--- config.mk ---
export PLATFORM = sky130hd
export DESIGN_NAME = overcurrent_guard
export DESIGN_NICKNAME = d
export VERILOG_FILES = /design/src/rtl/overcurrent_guard.sv
export SDC_FILE = /design/constraint.sdc
export NUM_CORES = 1
export LEC_CHECK = 0
export ABC_AREA = 1
export ABC_CLOCK_PERIOD_IN_PS = 3150
export BUFFER_PORTS_ARGS = -buffer_cell sky130_fd_sc_hd__buf_2
export CAP_MARGIN = 20
export CORE_MARGIN = 10
export CORE_UTILIZATION = 50
export CTS_CLUSTER_DIAMETER = 100
export CTS_CLUSTER_SIZE = 25
export DETAILED_ROUTE_END_ITERATION = 12
export GPL_TIMING_DRIVEN = 0
export PLACE_DENSITY = 0.76
export SETUP_SLACK_MARGIN = 0.4
export SLEW_MARGIN = 20
export SYNTH_ARGS = -nofsm -noshare
export SYNTH_HDL_FRONTEND = slang
export SYNTH_SLANG_ARGS = --single-unit
--- constraint.sdc ---
create_clock -name clk -period 3.15 [get_ports clk]
set_clock_uncertainty 0.05 [all_clocks]
set_input_delay 0.63 -clock clk [delete_from_list [all_inputs] [get_ports clk]]
set_output_delay 0.63 -clock clk [all_outputs]
set_load 0.03 [all_outputs]
--- src/rtl/overcurrent_guard.sv ---
// Multi-channel overcurrent guard: per-channel PWM blanking, debounced trip with timed
// auto-retry and lockout, plus a debounced battery lockout that gates every channel.
module overcurrent_guard #(
    parameter int unsigned NCH          = 2,
    parameter int unsigned DEBOUNCE     = 4,
    parameter int unsigned RETRY_CYCLES = 1000,
    parameter int unsigned MAX_RETRY    = 3
) (
    input  logic             clk,
    input  logic             reset,
    input  logic [NCH-1:0]   pwm,
    input  logic [NCH-1:0]   over_ch,
    input  logic             over_bat,
    input  logic             clear,
    output logic [NCH-1:0]   en,
    output logic [2*NCH-1:0] status,
    output logic             bat_lock
);

    localparam int unsigned DW = $clog2(DEBOUNCE + 1);
    localparam int unsigned TW = $clog2(RETRY_CYCLES + 1);

    localparam logic [DW-1:0] DebMax   = DW'(DEBOUNCE);
    localparam logic [TW-1:0] TimMax   = TW'(RETRY_CYCLES);
    localparam logic [TW-1:0] CoolInit = TW'(RETRY_CYCLES - 1);
    localparam logic [3:0]    RetryMax = 4'(MAX_RETRY);

    // Encodings double as the status code driven on the output.
    typedef enum logic [1:0] {
        StRun  = 2'b00,
        StCool = 2'b01,
        StLock = 2'b10,
        StTrip = 2'b11
    } ch_state_e;

    logic          bat_lock_q, bat_lock_d;
    logic [DW-1:0] bdeb_q, bdeb_d;

    always_comb begin
        bat_lock_d = bat_lock_q;
        bdeb_d     = bdeb_q;
        if (bat_lock_q) begin
            bdeb_d = '0;
            if (clear && !over_bat) bat_lock_d = 1'b0;
        end else if (over_bat) begin
            if (bdeb_q != DebMax) bdeb_d = bdeb_q + DW'(1);
            if (bdeb_d == DebMax) bat_lock_d = 1'b1;
        end else begin
            bdeb_d = '0;
        end
    end

    always_ff @(posedge clk or posedge reset) begin
        if (reset) begin
            bat_lock_q <= 1'b0;
            bdeb_q     <= '0;
        end else begin
            bat_lock_q <= bat_lock_d;
            bdeb_q     <= bdeb_d;
        end
    end

    assign bat_lock = bat_lock_q;

    for (genvar i = 0; i < NCH; i++) begin : g_ch
        ch_state_e     state_q, state_d;
        logic [DW-1:0] deb_q, deb_d;
        logic [TW-1:0] tim_q, tim_d;   // clean-run timer in RUN, cool-down timer in COOL
        logic [3:0]    cnt_q, cnt_d, cnt_inc;

        always_comb begin
            state_d = state_q;
            deb_d   = deb_q;
            tim_d   = tim_q;
            cnt_d   = cnt_q;
            cnt_inc = (cnt_q == 4'hf) ? 4'hf : cnt_q + 4'd1;
            unique case (state_q)
                StRun: begin
                    if (clear) cnt_d = '0;
                    if (over_ch[i]) begin
                        tim_d = '0;
                        if (deb_q != DebMax) deb_d = deb_q + DW'(1);
                        if (deb_d == DebMax) state_d = StTrip;
                    end else begin
                        deb_d = '0;
                        if (tim_q == TimMax) cnt_d = '0;
                        else                 tim_d = tim_q + TW'(1);
                    end
                end
                StTrip: begin
                    cnt_d = cnt_inc;
                    deb_d = '0;
                    tim_d = '0;
                    if (cnt_inc >= RetryMax) begin
                        state_d = StLock;
                    end else begin
                        state_d = StCool;
                        tim_d   = CoolInit;
                    end
                end
                StCool: begin
                    if (clear) cnt_d = '0;
                    if (tim_q == '0) begin
                        state_d = StRun;
                        deb_d   = '0;
                    end else begin
                        tim_d = tim_q - TW'(1);
                    end
                end
                StLock: begin
                    if (clear && !over_ch[i]) begin
                        state_d = StRun;
                        cnt_d   = '0;
                        deb_d   = '0;
                        tim_d   = '0;
                    end
                end
            endcase
        end

        always_ff @(posedge clk or posedge reset) begin
            if (reset) begin
                state_q <= StRun;
                deb_q   <= '0;
                tim_q   <= '0;
                cnt_q   <= '0;
            end else begin
                state_q <= state_d;
                deb_q   <= deb_d;
                tim_q   <= tim_d;
                cnt_q   <= cnt_d;
            end
        end

        assign status[2*i+1:2*i] = state_q;
        assign en[i] = pwm[i] & (state_q == StRun) & ~over_ch[i] & ~bat_lock_q;
    end

endmodule

==> reports/qor.csv <==
metric;value;unit
status;complete, no violations;
cts-resized-gates;0;
place.gp.congestion;0.942;
fillers;696;
endpoint_kind;output port;
ys_types;34;
place_area;0.00379;mm^2
yosysSeqAreaShare;29.4;%
ctsHoldBuffers;0;
wl_per_cell;13.0;um
die_h;105;um
p_leak;2.06;nW
synth-main-ff-cell;dfrtp_1;
start_kind;flop;
cts_max_path_buffers;2;
dieArea;0.0109;mm^2
crit_arrival;1740;ps
synth_common_cells;159 x nand2_1, 66 x inv_1, 63 x nand3_1;
syn_nets;570;
grt_pass1_vias;3347;
design_area;0.00390;mm^2
drc_errors;0;
nets;592;
ys_top_cells_by_area;dfrtp_1 29%, nand2_1 17%, nand3_1 8.8%;
rsz0062_at_grt;no;
tightest_slew;394;ps
vias;3452;
cts_tree;done;
hold_violations;0;
hp-class;primary input to async pin;
viasPerCell;5.25;
syn_avg_cell_area;6.64;um^2
maxCapViolations;0;
post-cts-setup-buffers;0;
p_per_area;617;mW/mm^2
synth_edf_count;0;
setup_viol;0;
ant_nets;0;
clkLatencyLatePin;300;ps
drive_gt1_share;13.0;%
path_max_fanout;4;
async_reset_ff_share;100;%
syn_area;0.00358;mm^2
crit_type;flop to output port;
synth_top_area_share;29.4;%
clk_root_buffer_cell;clkbuf_8;
grt_start_max_net_pins;31;
n_antenna_cell;0;
slew_headroom;73.7;%
post-dp-hpwl;6390;um
drt_iter0_drc;214;
design.core.area;0.00687;mm^2
clk_pin_slew_worst_paths;80;ps
synth.largest_area_cell;dfrtp_1;
cts_buffers;5;
area_delta_synth_final;9.02;%
clock_sinks;42;
max_freq;414;MHz
grt_pass1_wl;15100;um
irDropWorstVdd;0.000471;V
min_period_over_period;76.7;%
synthMostInstantiatedCell;nand2_1;
initial_utilization;52.1;%
fp.dieW;105;um
io_buffers;14;
ys_ff_latch;42;
first_pass_iters;5;
drv_slew;0;
io_pins;15;
antenna_found_initial;0;
grtUsageTotal;15.8;%
synth_cells;539;
grt_overflow;0;
htreeDepth;2;
post-route-min-period;2420;ps
routed_wl;8510;um
fin_tns_setup;0;ps
crit_required;2470;ps
yosysWarningCount;0;
num_rows;30;
[per-stage QoR]
stage	utilization, %	hold slack [ps]	power (mW)	instances	setup WS (ps)
final	56.8	226	2.41	657	733
after global routing	56.8	247	2.64	657	616
after CTS	56.8	239	2.41	657	725
after detailed placement	55.1	468	1.96	650	1060
after global placement	54.8	452	1.93	649	823
after floorplan	-	428	1.67	539	1000
[layout by cell type (no fill, tap or decap), types with 3 or more instances in the layout]
cell      netlist  final
nand2_1       159    159
inv_1          66     65
nand3_1        63     63
nor2_1         50     50
dfrtp_1        42     42
o21ai_0        37     37
ha_1           23     23
buf_2           8     22
a21oi_1        13     13
nand4_1        12     12
nand3_2         9      9
nor2_2          8      8
buf_6           6      6
o21ai_1         6      6
clkbuf_8        0      6
inv_2           4      5
xor2_1          5      5
nand2_2         4      4
xnor2_1         3      3
o21ai_2         3      3
[final timing paths]
kind,from,cells after the start,slack [ps],to
setup / recovery,g_ch[1].state_q[0]$_DFFE_PP0P_,7,730,en[1]
hold / removal,reset,2,230,g_ch[0].tim_q[3]$_DFFE_PP0P_
setup reg to reg,g_ch[1].state_q[0]$_DFFE_PP0P_,10,1150,g_ch[1].cnt_q[0]$_DFFE_PP0P_
hold reg to reg,g_ch[0].tim_q[9]$_DFFE_PP0P_,2,490,g_ch[0].tim_q[9]$_DFFE_PP0P_
max in group asynchronous,reset,3,2370,g_ch[0].state_q[0]$_DFFE_PP0P_
min in group clk,g_ch[0].tim_q[9]$_DFFE_PP0P_,2,490,g_ch[0].tim_q[9]$_DFFE_PP0P_
[sequential cells by signal (all words and copies together) (netlist names)]
signal,flops
g_ch.tim_q,20
g_ch.cnt_q,8
g_ch.deb_q,6
bat_lock,1
g_ch.state_q,4
bdeb_q,3
[final cells by class]
class / instances / area (um^2) / area share [%]
Multi-Input combinational cell: 410 / 2140 / 54.9
Sequential cell: 42 / 1050 / 26.9
Inverter: 71 / 267 / 6.83
Buffer: 16 / 120 / 3.08
Tap cell: 96 / 120 / 3.08
Timing Repair Buffer: 15 / 90.1 / 2.31
Clock buffer: 6 / 82.6 / 2.12
Clock inverter: 1 / 30.0 / 0.770
[kinds of logic (layout without fill, tap and decap cells)]
kind of cell	count (synthesis)	in the layout	synth area share [%]
buffers and inverters	87	109	10.8
multiplexers	1	1	0.280
AO/OA/AOI/OAI	66	66	10.4
adder cells (fa/ha/maj)	23	23	8.04
flip-flops	42	42	29.4
AND/OR/NAND/NOR	312	312	39.1
XOR/XNOR	8	8	1.96
[report_power, final]
group	total (mW)	leakage [nW]	switching [mW]	internal [mW]
clock network	0.446	0.0573	0.192	0.254
logic	1.20	1.48	0.793	0.404
registers	0.764	0.522	0.117	0.646
total	2.41	2.06	1.10	1.30
[critical path, cell delays in order (launching register included)]
cell	delay (ps)
dfrtp_1	440
inv_1	150
ha_1	220
inv_1	60
nor2_1	210
nand2_1	80
nor2_1	90
buf_2	200
[metal layers]
metal | share of wire [%] | GRT usage [%]
met1 | 47 | 20.6
met2 | 48 | 26.6
met3 | 3.9 | 2.58
met4 | 1.1 | 3.63
met5 | 0 | 0
Note: power is estimated with default switching activity, not from simulation.
